`config.mk`:
```
export PLATFORM = sky130hd
export DESIGN_NAME = mem_access_ctrl
export DESIGN_NICKNAME = d
export VERILOG_FILES = /design/src/rtl/mem_access_ctrl_pkg.sv /design/src/rtl/mem_access_ctrl_wait_timer.sv /design/src/rtl/mem_access_ctrl.sv
export SDC_FILE = /design/constraint.sdc
export NUM_CORES = 1
export LEC_CHECK = 0
export CAP_MARGIN = 20
export CORE_MARGIN = 4
export CORE_UTILIZATION = 30
export DETAILED_ROUTE_END_ITERATION = 16
export HOLD_SLACK_MARGIN = 0.06
export PLACE_DENSITY = 0.71
export SYNTH_ARGS = -nofsm -noshare
export SYNTH_HDL_FRONTEND = slang
export SYNTH_SLANG_ARGS = --single-unit
export TNS_END_PERCENT = 50
```
`constraint.sdc`:
```
create_clock -name CLK -period 2.3 [get_ports CLK]
set_clock_uncertainty 0.05 [all_clocks]
set_input_delay 0.345 -clock CLK [delete_from_list [all_inputs] [get_ports CLK]]
set_output_delay 0.345 -clock CLK [all_outputs]
set_load 0.05 [all_outputs]
```
`src/rtl/mem_access_ctrl_pkg.sv`:
```
// ============================================================================
// Module      : mem_access_ctrl_pkg
// Description : Shared types for the memory access sequencer: FSM states,
//               transaction type codes and the wait-timer width helper.
// Revision    : 1.0 - initial release
// ============================================================================
`default_nettype none

package mem_access_ctrl_pkg;

  typedef enum logic [1:0] {
    IDLE = 2'd0,
    ADDR = 2'd1,
    WAIT = 2'd2,
    DONE = 2'd3
  } state_e;

  typedef enum logic {
    RD = 1'b0,
    WR = 1'b1
  } txn_e;

  // A disabled timeout (0) still needs a one-bit counter to stay legal.
  function automatic int cnt_width(input int timeout);
    return (timeout < 1) ? 1 : $clog2(timeout + 1);
  endfunction

endpackage

`default_nettype wire

```
`src/rtl/mem_access_ctrl_wait_timer.sv`:
```
// ============================================================================
// Module      : wait_timer
// Description : Loadable, saturating up-counter with a terminal flag raised
//               at TIMEOUT-1; the flag never rises when TIMEOUT is 0.
// Revision    : 1.0 - initial release
// ============================================================================
`default_nettype none

module wait_timer
  import mem_access_ctrl_pkg::*;
#(
  parameter int TIMEOUT = 15,
  parameter int CW      = cnt_width(TIMEOUT)
) (
  input  logic clk,
  input  logic rst_n,
  input  logic load,
  input  logic en,
  output logic terminal
);

  localparam logic [CW-1:0] c_max = '1;

  logic [CW-1:0] r_count;

  always_ff @(posedge clk or negedge rst_n) begin
    if (!rst_n) begin
      r_count <= '0;
    end else if (load) begin
      r_count <= '0;
    end else if (en && (r_count != c_max)) begin
      r_count <= r_count + 1'b1;
    end
  end

  generate
    if (TIMEOUT > 0) begin : g_term
      localparam logic [CW-1:0] c_term = CW'(TIMEOUT - 1);
      assign terminal = (r_count == c_term);
    end else begin : g_no_term
      assign terminal = 1'b0;
    end
  endgenerate

endmodule

`default_nettype wire

```
`src/rtl/mem_access_ctrl.sv`:
```
// ============================================================================
// Module      : mem_access_ctrl
// Description : Single-transaction memory bus sequencer between MAR/MDR and
//               external memory, with ready handshake and wait-state timeout.
// Revision    : 1.0 - initial release
// ============================================================================
`default_nettype none

module mem_access_ctrl
  import mem_access_ctrl_pkg::*;
#(
  parameter int AW      = 16,
  parameter int DW      = 16,
  parameter int TIMEOUT = 15
) (
  input  logic          CLK,
  input  logic          CLR,
  input  logic          rd_req,
  input  logic          wr_req,
  input  logic [AW-1:0] MAR_out,
  input  logic [DW-1:0] M_bus_out,
  output logic [DW-1:0] M_bus_in,
  output logic          MMD,
  output logic          busy,
  output logic          done,
  output logic          err,
  output logic [AW-1:0] mem_addr,
  output logic [DW-1:0] mem_wdata,
  output logic          mem_re,
  output logic          mem_we,
  input  logic [DW-1:0] mem_rdata,
  input  logic          mem_ready
);

  state_e        r_state, w_state_nxt;
  txn_e          r_type,  w_type_nxt;
  logic [AW-1:0] r_addr,  w_addr_nxt;
  logic [DW-1:0] r_wdata, w_wdata_nxt;
  logic [DW-1:0] r_rdata, w_rdata_nxt;
  logic          r_re,    w_re_nxt;
  logic          r_we,    w_we_nxt;
  logic          r_busy,  w_busy_nxt;
  logic          r_done,  w_done_nxt;
  logic          r_mmd,   w_mmd_nxt;
  logic          r_err,   w_err_nxt;

  logic w_tmr_load;
  logic w_tmr_en;
  logic w_tmr_term;

  assign w_tmr_load = (r_state == ADDR);
  assign w_tmr_en   = (r_state == WAIT) && !mem_ready;

  wait_timer #(
    .TIMEOUT (TIMEOUT)
  ) u_wait_timer (
    .clk      (CLK),
    .rst_n    (CLR),
    .load     (w_tmr_load),
    .en       (w_tmr_en),
    .terminal (w_tmr_term)
  );

  // Every output is the registered image of the next-state decode, so the
  // strobes line up with the state they belong to without combinational paths.
  always_comb begin
    w_state_nxt = r_state;
    w_type_nxt  = r_type;
    w_addr_nxt  = r_addr;
    w_wdata_nxt = r_wdata;
    w_rdata_nxt = r_rdata;
    w_re_nxt    = r_re;
    w_we_nxt    = r_we;
    w_busy_nxt  = 1'b1;
    w_done_nxt  = 1'b0;
    w_mmd_nxt   = 1'b0;
    w_err_nxt   = r_err;

    unique case (r_state)
      IDLE: begin
        w_busy_nxt = 1'b0;
        w_re_nxt   = 1'b0;
        w_we_nxt   = 1'b0;
        if (rd_req ^ wr_req) begin
          w_state_nxt = ADDR;
          w_type_nxt  = wr_req ? WR : RD;
          w_addr_nxt  = MAR_out;
          if (wr_req) begin
            w_wdata_nxt = M_bus_out;
          end
          w_err_nxt  = 1'b0;
          w_re_nxt   = rd_req;
          w_we_nxt   = wr_req;
          w_busy_nxt = 1'b1;
        end else if (rd_req && wr_req) begin
          w_state_nxt = DONE;
          w_err_nxt   = 1'b1;
          w_done_nxt  = 1'b1;
          w_busy_nxt  = 1'b1;
        end
      end

      ADDR: begin
        w_state_nxt = WAIT;
      end

      WAIT: begin
        if (mem_ready) begin
          w_state_nxt = DONE;
          w_re_nxt    = 1'b0;
          w_we_nxt    = 1'b0;
          w_done_nxt  = 1'b1;
          if (r_type == RD) begin
            w_rdata_nxt = mem_rdata;
            w_mmd_nxt   = 1'b1;
          end
        end else if (w_tmr_term) begin
          w_state_nxt = DONE;
          w_re_nxt    = 1'b0;
          w_we_nxt    = 1'b0;
          w_done_nxt  = 1'b1;
          w_err_nxt   = 1'b1;
        end
      end

      DONE: begin
        w_state_nxt = IDLE;
        w_busy_nxt  = 1'b0;
        w_re_nxt    = 1'b0;
        w_we_nxt    = 1'b0;
      end

      default: begin
        w_state_nxt = IDLE;
        w_busy_nxt  = 1'b0;
      end
    endcase
  end

  always_ff @(posedge CLK or negedge CLR) begin
    if (!CLR) begin
      r_state <= IDLE;
      r_type  <= RD;
      r_addr  <= '0;
      r_wdata <= '0;
      r_rdata <= '0;
      r_re    <= 1'b0;
      r_we    <= 1'b0;
      r_busy  <= 1'b0;
      r_done  <= 1'b0;
      r_mmd   <= 1'b0;
      r_err   <= 1'b0;
    end else begin
      r_state <= w_state_nxt;
      r_type  <= w_type_nxt;
      r_addr  <= w_addr_nxt;
      r_wdata <= w_wdata_nxt;
      r_rdata <= w_rdata_nxt;
      r_re    <= w_re_nxt;
      r_we    <= w_we_nxt;
      r_busy  <= w_busy_nxt;
      r_done  <= w_done_nxt;
      r_mmd   <= w_mmd_nxt;
      r_err   <= w_err_nxt;
    end
  end

  assign M_bus_in  = r_rdata;
  assign MMD       = r_mmd;
  assign busy      = r_busy;
  assign done      = r_done;
  assign err       = r_err;
  assign mem_addr  = r_addr;
  assign mem_wdata = r_wdata;
  assign mem_re    = r_re;
  assign mem_we    = r_we;

endmodule

`default_nettype wire

```
Word level (Yosys, flattened, before mapping)
Cells that the tools add are included.

Flip-flop bits (word level): 61. Latch bits: 0. Bits in writable memories: 0. Memory bits (read-only): 0. Bits of input ports: 53. Output and inout bits: 54. Word-level logic and storage cells: 67. Memories kept: 0.

Add/sub/neg operators: 1. $mul: 0. Div/mod/pow operators: 0. $lt $le $gt $ge: 0. Equal/unequal tests: 9. Shift operators: 0. Muxes and demuxes: 29. Bitwise gates (word level): 2. Reduce and logical (&&, ||, !) cells: 14.

Operators with widths (number): $mux 1 (17); $mux 2 (4); $mux 4 (2); $pmux 2 s4 (1); $pmux 1 s2 (3); $pmux 1 s3 (2); $reduce_and 2->1 (3); $reduce_and 3->1 (2); $add 4x1->4 const B (1); $eq 2x2->1 const B (2); $eq 4x4->1 const B (1); $ne 4x4->1 const B (1); $reduce_and 4->1 (1); $reduce_bool 2->1 (2); $logic_and 1x1->1 (3); $ne 3x2->1 const B (1); $ne 3x3->1 const B (1); $reduce_bool 3->1 (1); $eq 2x1->1 const B (1); $logic_not 2->1 (1); $ne 2x1->1 const B (1); $ne 2x2->1 const B (1); $logic_not 1->1 (1); $not 1->1 (1); $xor 1x1->1 (1).

Longest topological paths before layout
Gate-level depths: netlist of the first run.

Depth in word-level cells: 5. Gate-level depth with buffers: 7. Depth with buffers taken out: 5.

Hierarchy
Synthesis of the first run repeated with hierarchy kept, for this count alone.

Cells, all modules: 173. Area total of the unflattened synthesis: 2637.5 µm².

By module, submodules not included: mem_access_ctrl (times used 1, cells an instance 150, area an instance 2386.0 µm², seq. area each 1426.4 µm²); wait_timer (times used 1, cells an instance 23, area an instance 251.5 µm², seq. area each 100.1 µm²).

Worst setup path before layout of the first run
Ideal clock, no wire load.

Path type: flip-flop to flip-flop. Start: register r_state[0]. End: register u_wait_timer.r_count[0]. Data arrival time: 1.447 ns. Setup slack: 0.678 ns. Stages on the path, launching flop included: 6. Path buffers: 0. Clock period less this slack: 1.622 ns. Cell sequence: dfrtp_1 inv_1 ha_1 nor2b_4 and2_2 mux2_2.

Cells in the longest elaborated chain, start to end: 4.

Ends and longest elaborated chain: from (decl) (RTL line mem_access_ctrl.sv:35) `state_e r_state, w_state_nxt;`; from (signal assigned) (RTL line mem_access_ctrl.sv:154) `r_state <= w_state_nxt;`; $eq 2x2->1 (RTL line mem_access_ctrl.sv:52) `assign w_tmr_en = (r_state == WAIT) && !mem_ready;`; $logic_and 1x1->1 (RTL line mem_access_ctrl.sv:52); $logic_and 1x1->1 (RTL line mem_access_ctrl_wait_timer.sv:31) `end else if (en && (r_count != c_max)) begin`; $reduce_bool 2->1 (no line); to (signal assigned) (RTL line mem_access_ctrl_wait_timer.sv:32) `r_count <= r_count + 1'b1;`; to (decl) (RTL line mem_access_ctrl_wait_timer.sv:24) `logic [CW-1:0] r_count;`.

Several ways; a longest one is shown, not always the timed one. A chain may end at the register's enable or synchronous reset.

Worst setup path in the final report of the first run
Start: register r_rdata[10] (netlist: M_bus_in[10]). End: output port M_bus_in[10].

RTL lines: from (decl) (RTL line mem_access_ctrl.sv:39) `logic [DW-1:0] r_rdata, w_rdata_nxt;`; from (signal assigned) (RTL line mem_access_ctrl.sv:158) `r_rdata <= w_rdata_nxt;`; to (decl) (RTL line mem_access_ctrl.sv:22) `output logic [DW-1:0] M_bus_in,`.

No word-level cell between the ends.

==> impl_metrics.ini, run 1 <==
[status]
status = complete, no violations

[sta]
hold_violations = 0
timing.fmax_mhz = 527
setup_tns_ns = 0
period_share_pct = 82.4
rsz0062_at_grt = no
drv_slew = 0
finalSetupViolations = 0
min_period_ns = 1.90
tightest_slew_ns = 0.584
relSlewSlack_pct = 61.1

[routing]
drt_iter0_drc = 55
route.detailed.drc = 0
antenna_left = 0
dr.pass1.iters = 4
via_count = 1743
avgViaCountPerCell = 4.42
finalWirelength_um = 5680
wl_per_cell_um = 14.4

[setup_path]
endpoint_kind = primary output
required_ns = 1.90
critPathMaxStageDelay_ns = 0.81
critPathTopFamily = buffers and inverters
reg2reg_to = u_wait_timer.r_count[0]
arrival_ns = 1.50
r2r_start = r_state[0]
r2r_cells = 5
path_buf_inv = 1
cp_slowest_cell = clkdlybuf4s50_1
cp_cell_sequence = clkdlybuf4s50_1
crit_fanout = 2
start_kind = register
path_class = reg -> out
reg2reg_slack_ns = 0.51

[synthesis]
post_synth.cell_area_avg_um2 = 15.1
yosysTopAreaCell = dfrtp_1
synth_area_leaders = dfrtp_1 59%, mux2_2 18%, mux2_4 5.3%
synth_edf_count = 0
synth_fp_nets = 233
synth.most_common_cell = dfrtp_1
ys_ff_latch = 61
synth_cell_type_count = 31
synth_area_mm2 = 0.00257
yosysTopAreaCellShare_pct = 59.3
synth_common_cells = 61 x dfrtp_1, 41 x mux2_2, 10 x ha_1
synth-main-ff-cell = dfrtp_1
syn_inst = 170
ys_seq_area_share_pct = 59.3
async_reset_ff_share_pct = 100
ys_warn_count = 0

[worst_hold_path]
hold_depth = 2
hold_class = reg -> reg
min_from = r_type
min_to = r_type

[power]
vdd.ir_drop.worst_mv = 0.711
p_leak_uw = 0.00175
p_total_uw = 6630
p_per_area_mw_per_mm2 = 1680

[die]
initial_utilization_pct = 31.0
row_count = 33
die_area_mm2 = 0.0101
core_region_area_mm2 = 0.00830
fp.dieH_um = 101
ioPinCount = 107
die_w_um = 101

[cells_and_area]
diodes = 0
finalNetCount = 347
drive_gt1_share_pct = 24.9
area_growth_pct = 53.3

[clocking]
numCtsBuffers = 9
cts.clk_slew.worst_paths_ns = 0.07
ctsResizeCount = 0
post-cts-setup-buffers = 0
cts.sinks = 61
cts-root-buf = clkbuf_8
clock_latency_ns = 0.32
htree_levels = 3
cts.path.max_buffers = 2
cts_tree = yes

[global_routing]
antenna_found_initial = 0
grt_pass1_wl_um = 9070
grt_overflow_total = 0
grt_pass1_vias = 1914
track_usage_pct = 11.5
grt_max_degree = 38

[place]
routabilityCongestion = 0.705
portBuffers = 106
dp_hpwl_um = 4110

[run]
maxCapViolCount = 0
## per-stage QoR
stage | setup slack [ns] | cells | hold WS (ns) | instance area (um^2) | utilization [%]
2_1_floorplan | 0.678 | 170 | -0.000591 | 2570 | -
3_3_place_gp | 0.250 | 377 | 0.331 | 3740 | 45.1
3_5_place_dp | 0.211 | 377 | 0.330 | 3740 | 45.1
4_1_cts | 0.370 | 394 | 0.453 | 3950 | 47.6
5_1_grt | 0.334 | 394 | 0.473 | 3950 | 47.6
6_report | 0.404 | 394 | 0.443 | 3950 | 47.6
## worst max-delay path by stage
stage / start / to / cells past startpoint
6_report: M_bus_in[10] / M_bus_in[10] / 1
5_1_grt: mem_addr[5] / mem_addr[5] / 1
4_1_cts: err / err / 1
3_5_place_dp: wr_req / mem_addr[8] / 5
3_3_place_gp: wr_req / mem_addr[1] / 5
2_1_floorplan: r_state[0] / u_wait_timer.r_count[0] / 5
## cell families after synthesis
logic type      synth area share (%)
flops                           59.3
compound gates                  3.89
simple gates                    6.03
mux                             23.6
fa+ha+maj                       4.86
buf+inv                         2.33
## power by group
group,internal (uW),total [uW],switching [uW]
Combinational,1500,3830,2340
Sequential,1600,1870,276
Clock,527,927,399
Total,3620,6630,3010
## state kept, by name (all words and copies together) (netlist names)
register	count
mem_wdata	16
mem_addr	16
mem_we	1
M_bus_in	16
done	1
busy	1
r_type	1
MMD	1
mem_re	1
err	1
r_state	2
u_wait_timer.r_count	4
## per-layer routing
metal  up-vias  GRT usage, %  wire length, um
met5         -             0                0
met4         0          6.53              112
met3         8          3.60              443
met2        60          18.3             2780
met1       848          13.7             2350
li1        827             -                -
## layout by cell type, fill, tap and decap left out, drive strengths merged
cell,instances
clkdlybuf4s50,105
nor3b,1
nor3,2
a21oi,3
mux2,50
a2bb2oi,1
nand3b,1
o22a,1
and3,1
a311oi,2
a21o,1
dfrtp,61
and2,1
clkinvlp,1
nor2,3
clkinv,2
clkbuf,12
a22o,2
inv,6
mux2i,1
nor2b,3
and4b,2
ha,10
o21ai,2
dlygate4sd3,1
a21boi,1
nand2,7
bufinv,1
buf,2
o22ai,1
nand3,2
## layout make-up
class                           instances  area (um^2)
Clock buffer                           12          145
Sequential cell                        61         1530
Clock inverter                          4         47.5
Timing Repair Buffer                  108         1090
Inverter                                6         22.5
Multi-Input combinational cell         98          987
Fill cell                             743         4350
Tap cell                              105          131
## worst min-delay path: stages, from the launching register on
cell and delay [ns]:
dfrtp_1 0.34, nand2_1 0.05, o21ai_0 0.07
## repair_timing
item / in CTS / in global routing
endpoints found under the setup margin: 0 / 0
endpoints found under the hold margin: 24 / 0
hold buffers: 1 / 0
Power figures use the tool's default switching activity.
==> run 2, diff against run 1 <==
PLACE_DENSITY = 0.73   (was 0.71)
clock period = 1.6 ns   (was 2.3 ns; I/O delays follow)
==> impl_metrics.ini, run 2 (synthesis gave the netlist of run 1 again) <==
[cells_and_area]
drive_gt1_share_pct = 47.5
layout_commonest_cell = buf_4
area_growth_pct = 55.5
diodes = 0
fin_cells = 408
finalNetCount = 361
fillers = 736
final_cell_mix = 64 x buf_4, 61 x dfrtp_1, 51 x clkdlybuf4s50_1

[global_routing]
antenna_found_initial = 0
track_usage_pct = 12.2
grtUsageMet1_pct = 13.9
grt_max_degree = 27
grt_overflow_total = 0
grt_pass1_wl_um = 9520
top_usage_layer = met2
grt_pass1_vias = 1996
grtUsageMet2_pct = 20.7
use_met3_pct = 3.88

[place]
portBuffers = 106
routabilityCongestion = 0.728
dp_hpwl_um = 4490
dp.cells = 390

[clocking]
cts-root-buf = clkbuf_8
cts_tree = yes
cts.sinks = 61
numCtsBuffers = 9
clock_latency_ns = 0.32
cts.clk_slew.worst_paths_ns = 0.07
htree_levels = 3
cts.path.max_buffers = 2

[power]
p_leak_uw = 0.00190
vdd.ir_drop.worst_mv = 1.16
p_per_area_mw_per_mm2 = 2410

[sta]
rsz0062_at_grt = yes
drv_slew = 0
tightest_slew_ns = 0.456
whs_ns = 0.344
timing.fmax_mhz = 648
relSlewSlack_pct = 69.6
hold_violations = 0
period_share_pct = 96.4
min_period_ns = 1.54
finalSetupViolations = 0

[run]
maxCapViolCount = 0

[setup_path]
reg2reg_slack_ns = 0.09
endpoint_kind = register
r2r_cells = 6
reg2reg_to = mem_re
path_class = in -> reg
cp_cell_sequence = clkdlybuf4s50_1 > inv_1 > ha_1 > nand2_4 > mux2_2
required_ns = 1.75
critPathMaxStageDelay_ns = 0.47
cp_slowest_cell = clkdlybuf4s50_1
crit_fanout = 18
start_kind = input pin
r2r_start = r_state[1]
arrival_ns = 1.70

[die]
die_w_um = 101
initial_utilization_pct = 31.0
fp.dieH_um = 101
row_count = 33
die_area_mm2 = 0.0101
ioPinCount = 107
core_region_area_mm2 = 0.00830

[status]
status = complete, no violations

[worst_hold_path]
hold_class = in -> async

[routing]
wl_per_cell_um = 14.6
route.detailed.drc = 0
via_count = 1809
dr.pass1.iters = 4
drt_iter0_drc = 54
antenna_left = 0
finalWirelength_um = 5960
avgViaCountPerCell = 4.43
-- run 2: changes by cell type in the layout (fill, tap and decap cells not counted), moves of 2 or more --
cell	change
buf_12	+4
ha_1	-2
ha_4	+2
clkdlybuf4s50_1	-54
clkinv_4	+2
buf_4	+64
-- run 2: area by class of cell --
type | count | area (um^2) | area share (%)
Inverter | 6 | 22.5 | 0.563
Multi-Input combinational cell | 98 | 1010 | 25.3
Timing Repair Buffer | 122 | 1110 | 27.6
Sequential cell | 61 | 1530 | 38.1
Tap cell | 105 | 131 | 3.28
Clock buffer | 11 | 141 | 3.53
Clock inverter | 5 | 60.1 | 1.50
-- run 2: repair_timing --
item	CTS	global route
buffers inserted	0	1
resized for setup	2	3
pin swaps	0	1
hold buffers	1	0
endpoints found under the setup margin	9	35
endpoints found under the hold margin	16	0
-- run 2: worst max path at each step --
stage	startpoint	end	slack (ns)	cells past startpoint
2_1_floorplan	r_state[0]	mem_wdata[10]	0.02	6
3_3_place_gp	rd_req	mem_addr[11]	-0.28	5
3_5_place_dp	rd_req	mem_addr[6]	-0.30	5
4_1_cts	r_state[0]	u_wait_timer.r_count[1]	0.04	5
5_1_grt	rd_req	mem_addr[3]	-0.00002	5
6_report	rd_req	mem_addr[6]	0.06	5
-- run 2: metrics by stage --
step	cell area [um^2]	power [uW]	utilization, %	setup slack, ns	TNS, ns
finish	4000	9630	48.2	0.0573	0
global route	4000	10200	48.2	-0.0000160	-0.0000160
CTS	3970	9680	47.8	0.0362	0
detailed placement	3750	8230	45.1	-0.299	-9.43
global placement	3750	8130	45.1	-0.276	-8.43
floorplan	2580	6450	-	0.0215	0
-- run 2: metal layers --
metal  vias up  wire (um)
li1        852          -
met1       899       2330
met2        56       3150
met3         2        443
met4         0         48
met5         -          0
-- run 2: power by group --
group	internal [uW]	total, uW	switching, uW
clock network	765	1350	584
logic	2120	5570	3450
registers	2300	2710	408
total	5180	9630	4440
-- run 2: worst max-delay path, delay by kind of cell --
family        cells  cell delay, ns
mux               1            0.37
buf+inv           2            0.53
fa+ha+maj         1            0.33
simple gates      1            0.21
==> run 3, diff against run 2 <==
CORE_MARGIN = unset   (was 4)
DONT_BUFFER_PORTS = 1   (was unset)
PLACE_DENSITY = 0.56   (was 0.73)
==> impl_metrics.ini, run 3 (synthesis gave the netlist of run 1 again) <==
[global_routing]
grt_pass1_wl_um = 8070
grt_overflow_total = 0
grt_pass1_vias = 1715
track_usage_pct = 12.4
antenna_found_initial = 0
grt_max_degree = 62

[setup_path]
start_kind = register
arrival_ns = 1.74
critPathTopFamily = simple AND/OR/NAND/NOR gates
endpoint_kind = register
required_ns = 1.77
cp_slowest_cell = dfrtp_1
cp_cell_sequence = inv_1 > ha_2 > nor2b_4 > and2_2 > mux2_2
crit_fanout = 5
critPathMaxStageDelay_ns = 0.37
path_buf_inv = 1
path_class = reg -> reg

[sta]
hold_violations = 61
period_share_pct = 98.1
relSlewSlack_pct = 65.8
whs_ns = -0.453
rsz0062_at_grt = yes
tightest_slew_ns = 0.512
min_period_ns = 1.57
setup_tns_ns = 0
timing.fmax_mhz = 637
drv_slew = 0
finalSetupViolations = 0

[clocking]
cts.sinks = 61
numCtsBuffers = 9
cts-root-buf = clkbuf_8
cts_tree = yes
clock_latency_ns = 0.33
cts.path.max_buffers = 2
cts.clk_slew.worst_paths_ns = 0.07
hold_buffers = 49
htree_levels = 3

[cells_and_area]
area_growth_pct = 32.0
finalNetCount = 294
final_util_pct = 41.2
drive_gt1_share_pct = 33.5
fin_cells = 341
final_cell_mix = 61 x dfrtp_1, 49 x dlygate4sd3_1, 41 x mux2_2
diodes = 0
layout_commonest_cell = dfrtp_1

[die]
die_area_mm2 = 0.00895
row_count = 33
fp.dieH_um = 94.6
die_w_um = 94.6
core_region_area_mm2 = 0.00826
initial_utilization_pct = 31.2
ioPinCount = 107

[routing]
finalWirelength_um = 5140
via_count = 1553
antenna_left = 0
drt_iter0_drc = 29
dr.pass1.iters = 4
wl_per_cell_um = 15.1
avgViaCountPerCell = 4.55
route.detailed.drc = 0

[status]
violations = hold timing
status = complete, but fails checks

[worst_hold_path]
hold_class = in -> async

[place]
routabilityCongestion = 0.725
dp.cells = 276
dp_hpwl_um = 3190
portBuffers = 0

[run]
maxCapViolCount = 0
run 3: changes by cell type in the layout (fill, tap and decap cells not counted), sizes merged:
| cell | delta |
|---|---|
| buf | -64 |
| clkdlybuf4s50 | -51 |
| dlygate4sd3 | +48 |
| bufinv | -1 |
| clkbuf | +1 |
run 3: repair_timing:
item / 4_1_cts / 5_1_grt
endpoints found under the setup margin: 0 / 47
gates resized for setup: 0 / 1
hold endpoints to repair: 111 / 61
buffers inserted: 0 / 0
run 3: per-layer routing:
layer,GRT usage [%],wire [um]
met1,14.5,2140
met2,19.4,2480
met3,4.43,447
met4,7.20,76
met5,0,0
run 3: cell type report:
cell class                 count  area [um^2]
fill                         767         4860
sequential                    61         1530
multi-input combinational     98          992
timing repair buffer          55          548
clock buffer                  12          155
tap                          105          131
clock inverter                 4         22.5
inverter                       6         22.5
run 3: worst register-to-register path, delay by kind of cell (launching register included):
family,cells,cell delay (ns)
and+or+nand+nor,2,0.38
DFF,1,0.37
muxes,1,0.33
adders and majority gates,1,0.24
buffers and inverters,1,0.08
run 3: per-stage QoR:
| step | instance area [um^2] | hold WS (ns) | setup slack [ns] |
|---|---|---|---|
| after floorplan | 2580 | -0.106 | 0.0215 |
| after global placement | 2730 | -0.104 | 0.0360 |
| after detailed placement | 2730 | -0.104 | 0.0167 |
| after CTS | 3400 | -0.481 | 0.00990 |
| after global routing | 3400 | -0.484 | -0.0531 |
| final | 3400 | -0.453 | 0.0300 |
run 3: worst paths after layout:
kind | from | endpoint | slack [ns] | cells past startpoint
max | r_state[0] | u_wait_timer.r_count[1] | 0.03 | 5
min | CLR | u_wait_timer.r_count[2] | -0.45 | 0
max reg2reg | r_state[0] | u_wait_timer.r_count[1] | 0.03 | 5
min reg2reg | r_type | r_type | 0.44 | 2
max in group asynchronous | CLR | mem_addr[8] | 1.85 | 0
min in group CLK | wr_req | r_type | 0.10 | 2
Power of run 3 is left out: the tool's default activity adds up to more than one toggle a clock period on the data nets, which glitch-free logic cannot reach.
